### config.mk
export PLATFORM = sky130hd
export DESIGN_NAME = rs_latch_driver
export DESIGN_NICKNAME = d
export VERILOG_FILES = /design/src/rtl/rs_latch_driver_pkg.sv /design/src/rtl/rs_latch_driver_sync_2ff.sv /design/src/rtl/rs_latch_driver.sv
export SDC_FILE = /design/constraint.sdc
export NUM_CORES = 1
export LEC_CHECK = 0
export CAP_MARGIN = 15
export CORE_MARGIN = 3
export CORE_UTILIZATION = 45
export CTS_CLUSTER_SIZE = 40
export DETAILED_ROUTE_END_ITERATION = 8
export SLEW_MARGIN = 20
export SYNTH_ARGS = -nofsm -noshare
export SYNTH_HDL_FRONTEND = slang
export SYNTH_HIERARCHICAL = 1
export SYNTH_SLANG_ARGS = --single-unit
### constraint.sdc
create_clock -name clk -period 3.2 [get_ports clk]
set_input_delay 0.96 -clock clk [delete_from_list [all_inputs] [get_ports clk]]
set_output_delay 0.96 -clock clk [all_outputs]
set_load 0.02 [all_outputs]
### src/rtl/rs_latch_driver_pkg.sv
// Shared types and defaults for the RS latch driver: FSM state encoding,
// parameter defaults and the counter width used for pulse/gap/check timing.
package rs_latch_driver_pkg;

   typedef enum logic [2:0] {
      IDLE  = 3'd0,
      PULSE = 3'd1,
      GAP   = 3'd2,
      CHECK = 3'd3,
      DONE  = 3'd4
   } state_t;

   localparam int PULSE_W_DEF  = 4;
   localparam int GAP_W_DEF    = 2;
   localparam int CHECK_TO_DEF = 8;
   localparam int CNT_W        = 8;

   // Counters count down to zero, so a phase of N cycles loads N-1.
   function automatic logic [CNT_W-1:0] cnt_load(input int cycles);
      return CNT_W'(cycles - 1);
   endfunction

endpackage

### src/rtl/rs_latch_driver_sync_2ff.sv
// Two-flop synchroniser for a single asynchronous bit, reset to 0.
module sync_2ff (
   input  logic clk,
   input  logic rst_n,
   input  logic d,
   output logic q
);

   logic meta_q;
   logic sync_q;

   always_ff @(posedge clk or negedge rst_n) begin
      if (!rst_n) begin
         meta_q <= 1'b0;
         sync_q <= 1'b0;
      end else begin
         meta_q <= d;
         sync_q <= meta_q;
      end
   end

   assign q = sync_q;

endmodule

### src/rtl/rs_latch_driver.sv
// Drives width-controlled S/R pulses into a gated RS latch and verifies Q readback.
// Optional macro RS_LATCH_DRIVER_SKIP_EN: skip the pulse when the latch already holds the value.
module rs_latch_driver
   import rs_latch_driver_pkg::*;
#(
   parameter int PULSE_W  = PULSE_W_DEF,
   parameter int GAP_W    = GAP_W_DEF,
   parameter int CHECK_TO = CHECK_TO_DEF
) (
   input  logic clk,
   input  logic rst_n,
   input  logic req_valid,
   input  logic req_value,
   output logic req_ready,
   output logic R,
   output logic S,
   input  logic q_fb,
   output logic done,
   output logic err,
   output logic busy
);

   localparam logic [CNT_W-1:0] PULSE_LD = cnt_load(PULSE_W);
   localparam logic [CNT_W-1:0] GAP_LD   = cnt_load(GAP_W);
   localparam logic [CNT_W-1:0] CHECK_LD = cnt_load(CHECK_TO);

   state_t           state_q, state_d;
   logic [CNT_W-1:0] cnt_q, cnt_d;
   logic             val_q, val_d;
   logic             r_q, r_d;
   logic             s_q, s_d;
   logic             done_q, done_d;
   logic             err_q, err_d;
   logic             busy_q, busy_d;
   logic             ready_q, ready_d;
   logic             q_sync;
   logic             accept;
   logic             skip;

   sync_2ff u_q_sync (
      .clk   (clk),
      .rst_n (rst_n),
      .d     (q_fb),
      .q     (q_sync)
   );

   assign accept = req_valid & ready_q;

`ifdef RS_LATCH_DRIVER_SKIP_EN
   assign skip = (q_sync == req_value);
`else
   assign skip = 1'b0;
`endif

   always_comb begin
      state_d = state_q;
      cnt_d   = cnt_q;
      val_d   = val_q;
      r_d     = r_q;
      s_d     = s_q;
      done_d  = 1'b0;
      err_d   = err_q;
      busy_d  = busy_q;
      ready_d = ready_q;
      case (state_q)
         IDLE: begin
            if (accept) begin
               val_d   = req_value;
               err_d   = 1'b0;
               busy_d  = 1'b1;
               ready_d = 1'b0;
               if (skip) begin
                  state_d = DONE;
                  done_d  = 1'b1;
               end else begin
                  state_d = PULSE;
                  cnt_d   = PULSE_LD;
                  s_d     = req_value;
                  r_d     = ~req_value;
               end
            end
         end
         PULSE: begin
            if (cnt_q == '0) begin
               r_d = 1'b0;
               s_d = 1'b0;
               if (GAP_W == 0) begin
                  state_d = CHECK;
                  cnt_d   = CHECK_LD;
               end else begin
                  state_d = GAP;
                  cnt_d   = GAP_LD;
               end
            end else begin
               cnt_d = cnt_q - 1'b1;
            end
         end
         GAP: begin
            if (cnt_q == '0) begin
               state_d = CHECK;
               cnt_d   = CHECK_LD;
            end else begin
               cnt_d = cnt_q - 1'b1;
            end
         end
         CHECK: begin
            // Readback is only trusted here; glitches earlier never reach a decision.
            if (q_sync == val_q) begin
               state_d = DONE;
               err_d   = 1'b0;
               done_d  = 1'b1;
            end else if (cnt_q == '0) begin
               state_d = DONE;
               err_d   = 1'b1;
               done_d  = 1'b1;
            end else begin
               cnt_d = cnt_q - 1'b1;
            end
         end
         DONE: begin
            state_d = IDLE;
            busy_d  = 1'b0;
            ready_d = 1'b1;
         end
         default: begin
            state_d = IDLE;
            r_d     = 1'b0;
            s_d     = 1'b0;
            busy_d  = 1'b0;
            ready_d = 1'b1;
         end
      endcase
   end

   always_ff @(posedge clk or negedge rst_n) begin
      if (!rst_n) begin
         state_q <= IDLE;
         cnt_q   <= '0;
         val_q   <= 1'b0;
         r_q     <= 1'b0;
         s_q     <= 1'b0;
         done_q  <= 1'b0;
         err_q   <= 1'b0;
         busy_q  <= 1'b0;
         ready_q <= 1'b1;
      end else begin
         state_q <= state_d;
         cnt_q   <= cnt_d;
         val_q   <= val_d;
         r_q     <= r_d;
         s_q     <= s_d;
         done_q  <= done_d;
         err_q   <= err_d;
         busy_q  <= busy_d;
         ready_q <= ready_d;
      end
   end

   assign R         = r_q;
   assign S         = s_q;
   assign done      = done_q;
   assign err       = err_q;
   assign busy      = busy_q;
   assign req_ready = ready_q;

endmodule

-- Word level (Yosys, flattened, before mapping)
Cells that the tools add are included.
- bits in registers: 20
- latch bits: 0
- bits in writable memories: 0
- bits in read-only memories: 0
- output and inout port bits: 6
- memories: 0
- $add $sub $neg: 1
- multiply operators: 0
- div/mod/pow operators: 0
- magnitude comparators: 0
- equal/unequal tests: 11
- shift operators: 0
- muxes and demuxes: 27
- bitwise logic cells: 4
- reductions and logical operators: 12
- operators with widths (cell ; count):
    $mux 8 ; 5
    $pmux 8 s4 ; 1
    $mux 3 ; 5
    $pmux 3 s4 ; 1
    $mux 1 ; 10
    $ne 2x2->1 const B ; 5
    $logic_not 8->1 ; 1
    $reduce_and 4->1 ; 2
    $sub 8x1->8 const B ; 1
    $eq 3x2->1 const B ; 2
    $pmux 1 s2 ; 3
    $pmux 1 s3 ; 2
    $reduce_and 3->1 ; 2
    $reduce_or 3->1 ; 2
    $reduce_and 2->1 ; 2
    $reduce_bool 4->1 ; 1
    $eq 3x1->1 const B ; 1
    $eq 3x3->1 const B ; 1
    $logic_not 3->1 ; 1
    $ne 3x3->1 const B ; 1
    $not 1->1 ; 3
    $reduce_bool 2->1 ; 1
    $and 1x1->1 ; 1
    $eq 1x1->1 ; 1

-- Longest topological paths before layout
- word-level depth: 4
- gate-level depth with buffers: 7
- depth with buffers taken out: 6

-- By module
Netlist, hierarchy kept.
- modules (own cells, without submodules) (module ; instances ; cells each ; area an instance (µm²) ; sequential area each (µm²)):
    rs_latch_driver ; 1 ; 120 ; 1149.9 ; 451.7
    sync_2ff ; 1 ; 2 ; 50.0 ; 50.0

-- Worst setup path before layout
No wires, ideal clock.
- path type: input port to flip-flop
- start: input port req_valid
- end: register cnt_q[3]
- setup time: 0.082 ns
- data arrival time: 1.906 ns
- data required time: 3.118 ns
- path slack: 1.212 ns
- cell stages on the path: 5
- path through: nand2_1 > a21o_1 > buf_2 > a2111o_1 > a31oi_1
- cells in the longest elaborated chain, start to end: 3
- RTL lines (item ; line ; RTL):
    start, declared ; rs_latch_driver.sv:12 ; input logic req_valid,
    $and 1x1->1 ; rs_latch_driver.sv:47 ; assign accept = req_valid & ready_q;
    $ne 2x2->1 (no source line) ; n/a ;
    $reduce_and 4->1 (no source line) ; n/a ;
    end signal, assigned ; rs_latch_driver.sv:148 ; cnt_q <= cnt_d;
    end, declared ; rs_latch_driver.sv:28 ; logic [CNT_W-1:0] cnt_q, cnt_d;
Every way passes these cells.
A chain may end at the register's enable or synchronous reset.

-- Final worst setup path
- start: register ready_q (netlist: req_ready)
- end: output port req_ready
- RTL lines (item ; line ; RTL):
    start, declared ; rs_latch_driver.sv:35 ; logic ready_q, ready_d;
    start signal, assigned ; rs_latch_driver.sv:155 ; ready_q <= ready_d;
    end, declared ; rs_latch_driver.sv:14 ; output logic req_ready,
No word-level cell between the ends.

==> impl_metrics.yaml <==
synthesis:
  synth.mux.area_fraction_pct: 2.71
  synth_seq_area_share_pct: 41.8
  synth_xor_area_share_pct: 2.09
  synth_top_family_by_area: "compound AO/OA/AOI/OAI gates"
  synth_top_area_share_pct: 39.6
  synthFlopType: "dfrtp_1"
  synth_common_cells: "19 x dfrtp_1, 10 x a21oi_1, 9 x nor2_1"
  synth.avg_cell_area_um2: 9.84
  ys_ff_latch: 20
  synth-simple-area-share_pct: 18.1
  synth_compound_area_share_pct: 28.5
  synthArstFlopShare_pct: 100
  synth_most_common_cell: "dfrtp_1"
  synth_edf_count: 0
  synth.cell_area_um2: 1200
  syn-num-nets: 129
  synth_top_area_cell: "dfrtp_1"
  yosys-top-cells-area: "dfrtp_1 40%, a21oi_1 4.2%, a31oi_1 3.1%"
  synthCells: 122
  ys_types: 43
  synth-adder-area-share_pct: 2.09
  yosys_warnings: 6
placed_design:
  dp_hpwl_mm: 1.92
  gp_congestion: 0.872
  io_buffers: 10
run:
  max_cap_viol_count: 0
cts:
  cts_made_buffers: 3
  postCtsHoldBufs: 0
  post_cts_buffers: 0
  post_cts_resized: 0
  cts_root_buf: "clkbuf_4"
  cts_tree: "built"
  clk_latency_ns: 0.30
  htreeDepth: 1
  cts.path.max_buffers: 2
  cts.sinks: 20
  clkTransAtPathRegs_ns: 0.11
worst_hold_path:
  hold_class: "register to register"
  min_to: "u_q_sync/q"
  holdPathStages: 0
  hp-start: "u_q_sync/meta_q"
global_route:
  grt_antenna_before_repair: 0
  first_global_vias: 911
  grt_pass1_wl_mm: 4.35
  grtUsageTotal_pct: 16.8
  grt-ovfl-total: 0
  grt_max_degree: 21
die:
  initial_core_util_pct: 48.0
  die_w_um: 57.6
  num_rows: 18
  ios: 11
  die_h_um: 57.6
  dieArea_um2: 3320
  core_area_um2: 2500
worst_setup_path:
  cpLargestDelayFamily: "buffers and inverters"
  critPathArrivalTime_ns: 1.49
  end_kind: "output pin"
  timing.rr.start: "cnt_q[0]"
  cp_num_buf_inv: 1
  cp.depth: 1
  slowest_delay_ns: 0.61
  r2r_cells: 6
  critPathRequiredTime_ns: 2.24
  path_max_fanout: 5
  r2r_end: "cnt_q[6]"
  r2r_slack_ns: 1.03
  cp-start-kind: "register"
  worstSetupPathType: "register to output pin"
  slowest_stage: "clkdlybuf4s50_1"
  worstPathCellList: "clkdlybuf4s50_1"
route:
  ant_nets: 0
  dr.pass1.iters: 4
  drt_wl_total_mm: 2.59
  routedWlPerCell_um: 16.0
  drc: 0
  detailroute.via_count: 986
  drt_iter0_drc: 45
  vias_per_cell: 6.09
finish:
  n_antenna_cell: 0
  nets: 140
  drive_gt1_share_pct: 12.9
  areaGrowthSynthToFinish_pct: 14.0
sta:
  post-route-period-util_pct: 76.6
  setup_tns_ns: 0
  slew_headroom_pct: 69.3
  whs_ns: 0.366
  hold_violations: 0
  finClkSkew_ns: 0.000673
  setup_viol: 0
  tightest_slew_ns: 0.458
  period_needed_ns: 2.45
  max_freq_ghz: 0.408
  rsz0062_at_grt: "no"
  final_max_slew_viol_count: 0
pwr:
  power.density_nw_per_um2: 1030
  power_leakage_nw: 0.545
  ir_drop_v: 0.000542
outcome:
  status: "finished, final reports clean"
-- routing by layer --
layer,track usage (%),up-vias,wire length (um)
met2,24.4,33,1170
met1,24.6,467,1200
li1,-,481,-
met3,4.01,5,195
met5,0,-,0
met4,5.63,0,23
-- power breakdown --
part,internal (mW),switching [mW],total [mW]
Combinational,0.313,0.430,0.743
Sequential,0.345,0.119,0.465
Clock,0.127,0.0795,0.206
-- how the worst max path moves through the flow --
stage / startpoint / endpoint / slack (ns)
floorplan: req_valid / cnt_q[3] / 1.21
global placement: req_valid / cnt_q[5] / 0.56
detailed placement: req_valid / cnt_q[7] / 0.53
CTS: req_ready / req_ready / 0.73
global route: req_ready / req_ready / 0.71
finish: req_ready / req_ready / 0.75
-- cell families (layout without fill, tap and decap cells) --
logic type,Yosys count,in the layout
adder cells (fa/ha/maj),2,2
multiplexers,3,3
flip-flops,20,20
XOR/XNOR,2,2
AND/OR/NAND/NOR,36,36
AO/OA/AOI/OAI,47,47
buffers and inverters,12,22
-- sequential cells by signal, indices dropped and copies added, names as in the netlist --
register / cells
cnt_q: 8
state_q: 3
R: 1
S: 1
busy: 1
done: 1
err: 1
req_ready: 1
u_q_sync/meta_q: 1
u_q_sync/q: 1
val_q: 1
-- layout make-up --
class                           instances  area [um2]
Fill cell                             227        1130
Multi-Input combinational cell         90         642
Sequential cell                        20         502
Timing Repair Buffer                   11         108
Tap cell                               30        37.5
Clock inverter                          1        30.0
Inverter                                7        26.3
Clock buffer                            3        22.5
-- cells in the final DEF (no fill, tap or decap), drive strengths merged, types with 6 or more instances in the layout --
master,synthesis,routed
clkdlybuf4s50,0,10
a21oi,11,11
inv,7,7
o21ai,8,8
dfrtp,19,19
nor2,10,10
a31oi,6,6
nand2,7,7
-- through the flow --
stage / power, mW / util [%] / setup slack, ns / area, um2 / instances
4_1_cts: 1.42 / 54.7 / 0.730 / 1370 / 162
5_1_grt: 1.52 / 54.7 / 0.710 / 1370 / 162
2_1_floorplan: 1.01 / - / 1.21 / 1200 / 122
3_3_place_gp: 1.21 / 52.6 / 0.560 / 1320 / 158
6_report: 1.41 / 54.7 / 0.749 / 1370 / 162
3_5_place_dp: 1.21 / 52.6 / 0.526 / 1320 / 158
Power figures use the tool's default switching activity.
